`config.mk`:
```
export PLATFORM = sky130hd
export DESIGN_NAME = fifo_rd_stream
export DESIGN_NICKNAME = d
export VERILOG_FILES = /design/src/rtl/fifo_rd_stream.sv
export SDC_FILE = /design/constraint.sdc
export NUM_CORES = 1
export LEC_CHECK = 0
export CAP_MARGIN = 5
export CORE_MARGIN = 2
export CORE_UTILIZATION = 47
export CTS_CLUSTER_SIZE = 25
export DETAILED_ROUTE_END_ITERATION = 6
export PLACE_DENSITY = 0.82
export SYNTH_ARGS = -nofsm -noshare
export SYNTH_HDL_FRONTEND = slang
export SYNTH_SLANG_ARGS = --single-unit
```
`constraint.sdc`:
```
create_clock -name rclk -period 2.5 [get_ports rclk]
set_input_delay 0.5 -clock rclk [delete_from_list [all_inputs] [get_ports rclk]]
set_output_delay 0.5 -clock rclk [all_outputs]
set_load 0.05 [all_outputs]
```
`src/rtl/fifo_rd_stream.sv`:
```
// fifo_rd_stream: read-side consumer of the async FIFO, presenting words as a
// valid/ready stream through a 2-entry (head + skid) output buffer.
//
// Ports:
//   rclk, rrst_n        read-domain clock, synchronous active-low reset
//   rempty, rdata, rinc FIFO read port (empty flag, read data, pop request)
//   rq2_wptr, rptr      synchronized write pointer and local read pointer (Gray)
//   m_valid, m_data     output stream word
//   m_ready             downstream accept
//   rlevel              FIFO occupancy seen from the read domain
//                       (only when FIFO_RLEVEL_EN is defined)
//
// Optional feature macro: FIFO_RLEVEL_EN adds the rlevel port and its logic.
module fifo_rd_stream #(
   parameter int DSIZE = 8,
   parameter int ASIZE = 3
) (
   input  logic             rclk,
   input  logic             rrst_n,
   input  logic             rempty,
   input  logic [DSIZE-1:0] rdata,
   output logic             rinc,
   input  logic [ASIZE:0]   rq2_wptr,
   input  logic [ASIZE:0]   rptr,
   output logic             m_valid,
   output logic [DSIZE-1:0] m_data,
   input  logic             m_ready
`ifdef FIFO_RLEVEL_EN
   ,
   output logic [ASIZE:0]   rlevel
`endif
);

   typedef enum logic [1:0] {EMPTY = 2'd0, ONE = 2'd1, FULL = 2'd2} state_t;

   state_t           state;
   logic [DSIZE-1:0] head;
   logic [DSIZE-1:0] skid;
   logic             push;
   logic             pop;

   // rinc depends only on registered state and rempty, so m_ready never
   // reaches the FIFO pointer logic combinationally.
   assign rinc    = rrst_n & ~rempty & (state != FULL);
   assign push    = rinc;
   assign pop     = m_valid & m_ready;
   assign m_valid = (state != EMPTY);
   assign m_data  = head;

   // Head always holds the oldest word; skid only fills while head is stalled.
   always_ff @(posedge rclk) begin
      if (!rrst_n) begin
         state <= EMPTY;
         head  <= '0;
         skid  <= '0;
      end else begin
         case (state)
            EMPTY: if (push) begin
               state <= ONE;
               head  <= rdata;
            end
            ONE: if (push && !pop) begin
               state <= FULL;
               skid  <= rdata;
            end else if (push) begin
               head  <= rdata;
            end else if (pop) begin
               state <= EMPTY;
            end
            FULL: if (pop) begin
               state <= ONE;
               head  <= skid;
            end
            default: state <= EMPTY;
         endcase
      end
   end

`ifdef FIFO_RLEVEL_EN
   localparam logic [ASIZE:0] LMAX = {1'b1, {ASIZE{1'b0}}};

   function automatic logic [ASIZE:0] gray2bin(input logic [ASIZE:0] g);
      logic [ASIZE:0] b;
      b = g;
      for (int i = ASIZE - 1; i >= 0; i--) b[i] = b[i+1] ^ g[i];
      return b;
   endfunction

   logic [ASIZE:0] diff;

   // Modular subtraction handles pointer wrap; clamp guards against a
   // transiently inconsistent synchronized pointer.
   assign diff = gray2bin(rq2_wptr) - gray2bin(rptr);

   always_ff @(posedge rclk) begin
      if (!rrst_n) rlevel <= '0;
      else         rlevel <= (diff > LMAX) ? LMAX : diff;
   end
`else
   logic unused_ptrs;
   assign unused_ptrs = ^{rq2_wptr, rptr};
`endif

endmodule

```
* Word-level counts from Yosys, hierarchy flattened
Index checks and enable logic that the tools add are counted.
W data, S select, Z words.
** Cells by class
- $add $sub $neg :: 0
- Multiply operators :: 0
- Divide/modulo/power cells :: 0
- Magnitude comparators :: 0
- Eq/ne operators :: 8
- Shifts and indexed selects :: 0
- Mux-type cells :: 10
- Bitwise gates (word level) :: 4
- Reductions and logical operators :: 8
** Operators by type and width (count)
- $mux W8 :: 3
- $pmux W8 S3 :: 1
- $mux W2 :: 5
- $ne A2 B2 Y1 const B :: 4
- $ne A3 B3 Y1 const B :: 2
- $pmux W2 S3 :: 1
- $reduce_and A4 Y1 :: 1
- $and A1 B1 Y1 :: 3
- $reduce_and A3 Y1 :: 1
- $reduce_bool A3 Y1 :: 1
- $eq A2 B1 Y1 const B :: 1
- $eq A2 B2 Y1 const B :: 1
- $logic_not A2 Y1 :: 1
- $reduce_and A2 Y1 :: 1
- $reduce_bool A2 Y1 :: 1
- $logic_and A1 B1 Y1 :: 1
- $logic_not A1 Y1 :: 1
- $not A1 Y1 :: 1
** Word-level totals
- Register bits after elaboration :: 18
- Latch bits :: 0
- RAM bits :: 0
- Memory bits (read-only) :: 0
- Bits of input ports :: 20
- Output and inout bits :: 10
- Memories :: 0

* Depth between registers and ports, before layout
- Word-level depth :: 6
- Depth in mapped cells :: 4

* Least setup slack after synthesis
No wires, ideal clock.
- Path kind :: in2out
- Start point :: in rempty
- End point :: out rinc
- Arrival time :: 1.275 ns
- Data required time :: 2.000 ns
- Path slack :: 0.725 ns
- Stages on the path :: 3
- Cell sequence :: and2b_1 -> buf_2 -> and2_1
** Between the ends
- Cells in the longest elaborated chain, start to end :: 3
** Ends and longest elaborated chain
- from (decl) :: line 20 : input logic rempty,
- $not A1 Y1 :: line 44 : assign rinc = rrst_n & ~rempty & (state != FULL);
- $and A1 B1 Y1 (2 in series) :: line 44
- to (decl) :: line 22 : output logic rinc,
No other way between the ends.

* Final worst setup path
- Start point :: reg state[0]
- End point :: out m_valid
** Between the ends
- Cells in the longest elaborated chain, start to end :: 1
** Ends and longest elaborated chain
- from (decl) :: line 36 : state_t state;
- from (signal assigned) :: line 53 : state <= EMPTY;
- from (signal assigned) :: line 59 : state <= ONE;
- from (signal assigned) :: line 63 : state <= FULL;
- $reduce_bool A2 Y1 :: line 47 : assign m_valid = (state != EMPTY);
- to (decl) :: line 25 : output logic m_valid,
No other way between the ends.

==> run_results.csv <==
group,metric,value,unit
worst_setup_path,critical_path.max_fanout,9,
outcome,status,"finished, final reports clean",
yosys,synth-edff-count,0,
power_and_ir_drop,power,0.611,mW
placed_design,place.port_buffers,21,
timing,finClkSkew,6.28,ps
clock_tree,cts_resized,0,
timing,finalCriticalPeriod,2210,ps
global_routing,first_global_vias,702,
final_layout,layout-drive-gt1-share,9.65,%
worst_setup_path,worstSetupPathType,"reg -> out",
global_routing,antenna_found_initial,0,
flow_run,cap_violations,0,
min_path,hold_class,"reg -> reg",
clock_tree,cts_tree,"done",
worst_setup_path,rrSetupSlack,1000,ps
placed_design,finalWeightedCongestion,0.765,
yosys,syn_nets,114,
floorplan,ioPinCount,30,
timing,slew_violations,0,
floorplan,num_rows,15,
detailed_routing,dr.pass1.iters,4,
floorplan,initial_core_util,50.4,%
power_and_ir_drop,p_leak,0.436,nW
clock_tree,postCtsHoldBufs,0,
worst_setup_path,critPathRequiredTime,2000,ps
yosys,yosys_warnings,0,
min_path,min_from,"skid[3]",
clock_tree,cts_made_buffers,3,
detailed_routing,drtIter0Drc,39,
worst_setup_path,reg2reg_from,"state[1]",
worst_setup_path,cp-end-kind,"output port",
timing,max_freq,0.452,GHz
floorplan,core_area,1750,sq um
yosys,ys_async_sr_fraction,0,%
final_layout,antenna_cells,0,
power_and_ir_drop,ir_worst_vdd,0.316,mV
detailed_routing,avgRoutedWirePerCell,13.9,um
yosys,netlist_instances,94,
timing,rsz0062_at_grt,"false",
detailed_routing,drc,0,
timing,finalHoldViolCount,0,
clock_tree,root_buffer,"clkbuf_4",
floorplan,dieArea,2230,sq um
floorplan,die-height,47.3,um
detailed_routing,vias_per_cell,5.86,
timing,max_slew_margin,66.0,%
timing,tightest_slew,508,ps
detailed_routing,vias,815,
final_layout,nets,136,
worst_setup_path,startpoint_type,"flip-flop",
clock_tree,cts_buffer_depth,2,
yosys,yosys_register_bits,18,
clock_tree,cts_max_level,1,
worst_setup_path,cp.arrival,1710,ps
min_path,holdPathStages,2,
detailed_routing,postRouteAntennaNets,0,
yosys,avgSynthCellArea,9.36,sq um
clock_tree,numClockSinks,18,
power_and_ir_drop,powerDensity,535,nW/um^2
floorplan,die_w,47.3,um
placed_design,hpwl,1350,um
clock_tree,path_clk_slew,100,ps
global_routing,grt_max_degree,18,
clock_tree,post_cts.repair.setup_buffers,0,
clock_tree,clk_latency,290,ps
final_layout,area_growth,29.7,%
yosys,ys_seq_area_share,41.0,%
yosys,synth.distinct_cells,23,
detailed_routing,wl,1940,um
yosys,syn_area,880,sq um
timing,tns,0,ps
min_path,min_to,"skid[3]",
worst_setup_path,ff2ff_path_depth,5,
worst_setup_path,rr_endpoint,"state[0]",
timing,fin_crit_sh,88.4,%
global_routing,grt_pass1_wl,3000,um
global_routing,overflow,0,
global_routing,globalRouteTotalUtil,19.6,%
yosys,synth_flop_cell,"dfxtp_1",
timing,finalSetupViolations,0,
through the flow:
| step | worst slack, ps | util, % | cells | area [sq um] | hold WS, ps |
|---|---|---|---|---|---|
| 2_1_floorplan | 725 | - | 94 | 880 | 453 |
| 3_3_place_gp | 392 | 64.1 | 136 | 1120 | 459 |
| 3_5_place_dp | 375 | 64.1 | 136 | 1120 | 465 |
| 4_1_cts | 288 | 65.4 | 139 | 1140 | 481 |
| 5_1_grt | 231 | 65.4 | 139 | 1140 | 520 |
| 6_report | 290 | 65.4 | 139 | 1140 | 479 |
synthesized netlist by cell type, types with 2 or more instances:
cell type | number | share of area (%)
dfxtp_1 | 18 | 41
a211oi_1 | 10 | 8.5
clkbuf_1 | 3 | 1.3
mux2i_1 | 8 | 9.1
a311oi_1 | 8 | 8.0
o21ai_0 | 8 | 4.6
nand2b_1 | 3 | 2.1
clkinv_1 | 2 | 0.85
a21oi_1 | 9 | 5.1
nand3_1 | 9 | 5.1
buf_2 | 4 | 2.3
area by class of cell:
type / count / area (sq um)
tap: 25 / 31.3
multi-input combinational: 65 / 465
fill: 147 / 604
sequential: 18 / 360
timing repair buffer: 25 / 250
clock buffer: 3 / 22.5
inverter: 3 / 11.3
placed cells by master (no fill, tap or decap), drive strengths merged:
cell | synthesis | routed
and4bb | 1 | 1
and2 | 1 | 1
a311oi | 8 | 8
or2 | 1 | 1
clkbuf | 3 | 3
nand3 | 9 | 9
clkdlybuf4s50 | 0 | 20
buf | 5 | 5
o21a | 1 | 1
a211oi | 10 | 10
a31o | 1 | 1
a21oi | 9 | 9
nand2b | 3 | 3
o21ai | 8 | 8
nand4bb | 1 | 1
clkinv | 2 | 2
dfxtp | 18 | 18
mux2i | 8 | 8
nor2b | 1 | 1
nand3b | 1 | 1
inv | 1 | 1
and2b | 1 | 1
and3b | 1 | 1
per-layer routing:
layer	vias up	GRT usage (%)	share of wire (%)	wire, um
li1	404	-	-	-
met1	378	25.8	45	881
met2	29	30.5	47	917
met3	4	2.31	5.1	99
met4	0	11.7	2.1	40
met5	-	0	0	0
logic make-up after synthesis:
group | synth area share [%]
mux | 9.10
simple gates | 14.8
buf+inv | 6.12
flops | 41.0
compound gates | 29.0
worst max-delay path by stage:
stage	cells after the start	endpoint	start	slack, ps
6_report	2	m_valid	state[0]	290
5_1_grt	2	m_valid	state[0]	230
4_1_cts	2	m_valid	state[0]	290
3_5_place_dp	4	rinc	rempty	370
3_3_place_gp	4	rinc	rempty	390
2_1_floorplan	3	rinc	rempty	730
sequential cells by signal, summed over array words and instances (netlist names):
name / count
m_data: 8
skid: 8
state: 2
worst max-delay path, cell delays in order (launching register included):
cell	delay [ps]
dfxtp_1	470
or2_2	150
clkdlybuf4s50_1	800
report_power, final:
| part | total (mW) | internal (mW) | switching, mW |
|---|---|---|---|
| combinational | 0.157 | 0.0669 | 0.0904 |
| sequential | 0.310 | 0.301 | 0.00889 |
| clock | 0.144 | 0.0561 | 0.0875 |
Power figures use the tool's default switching activity.
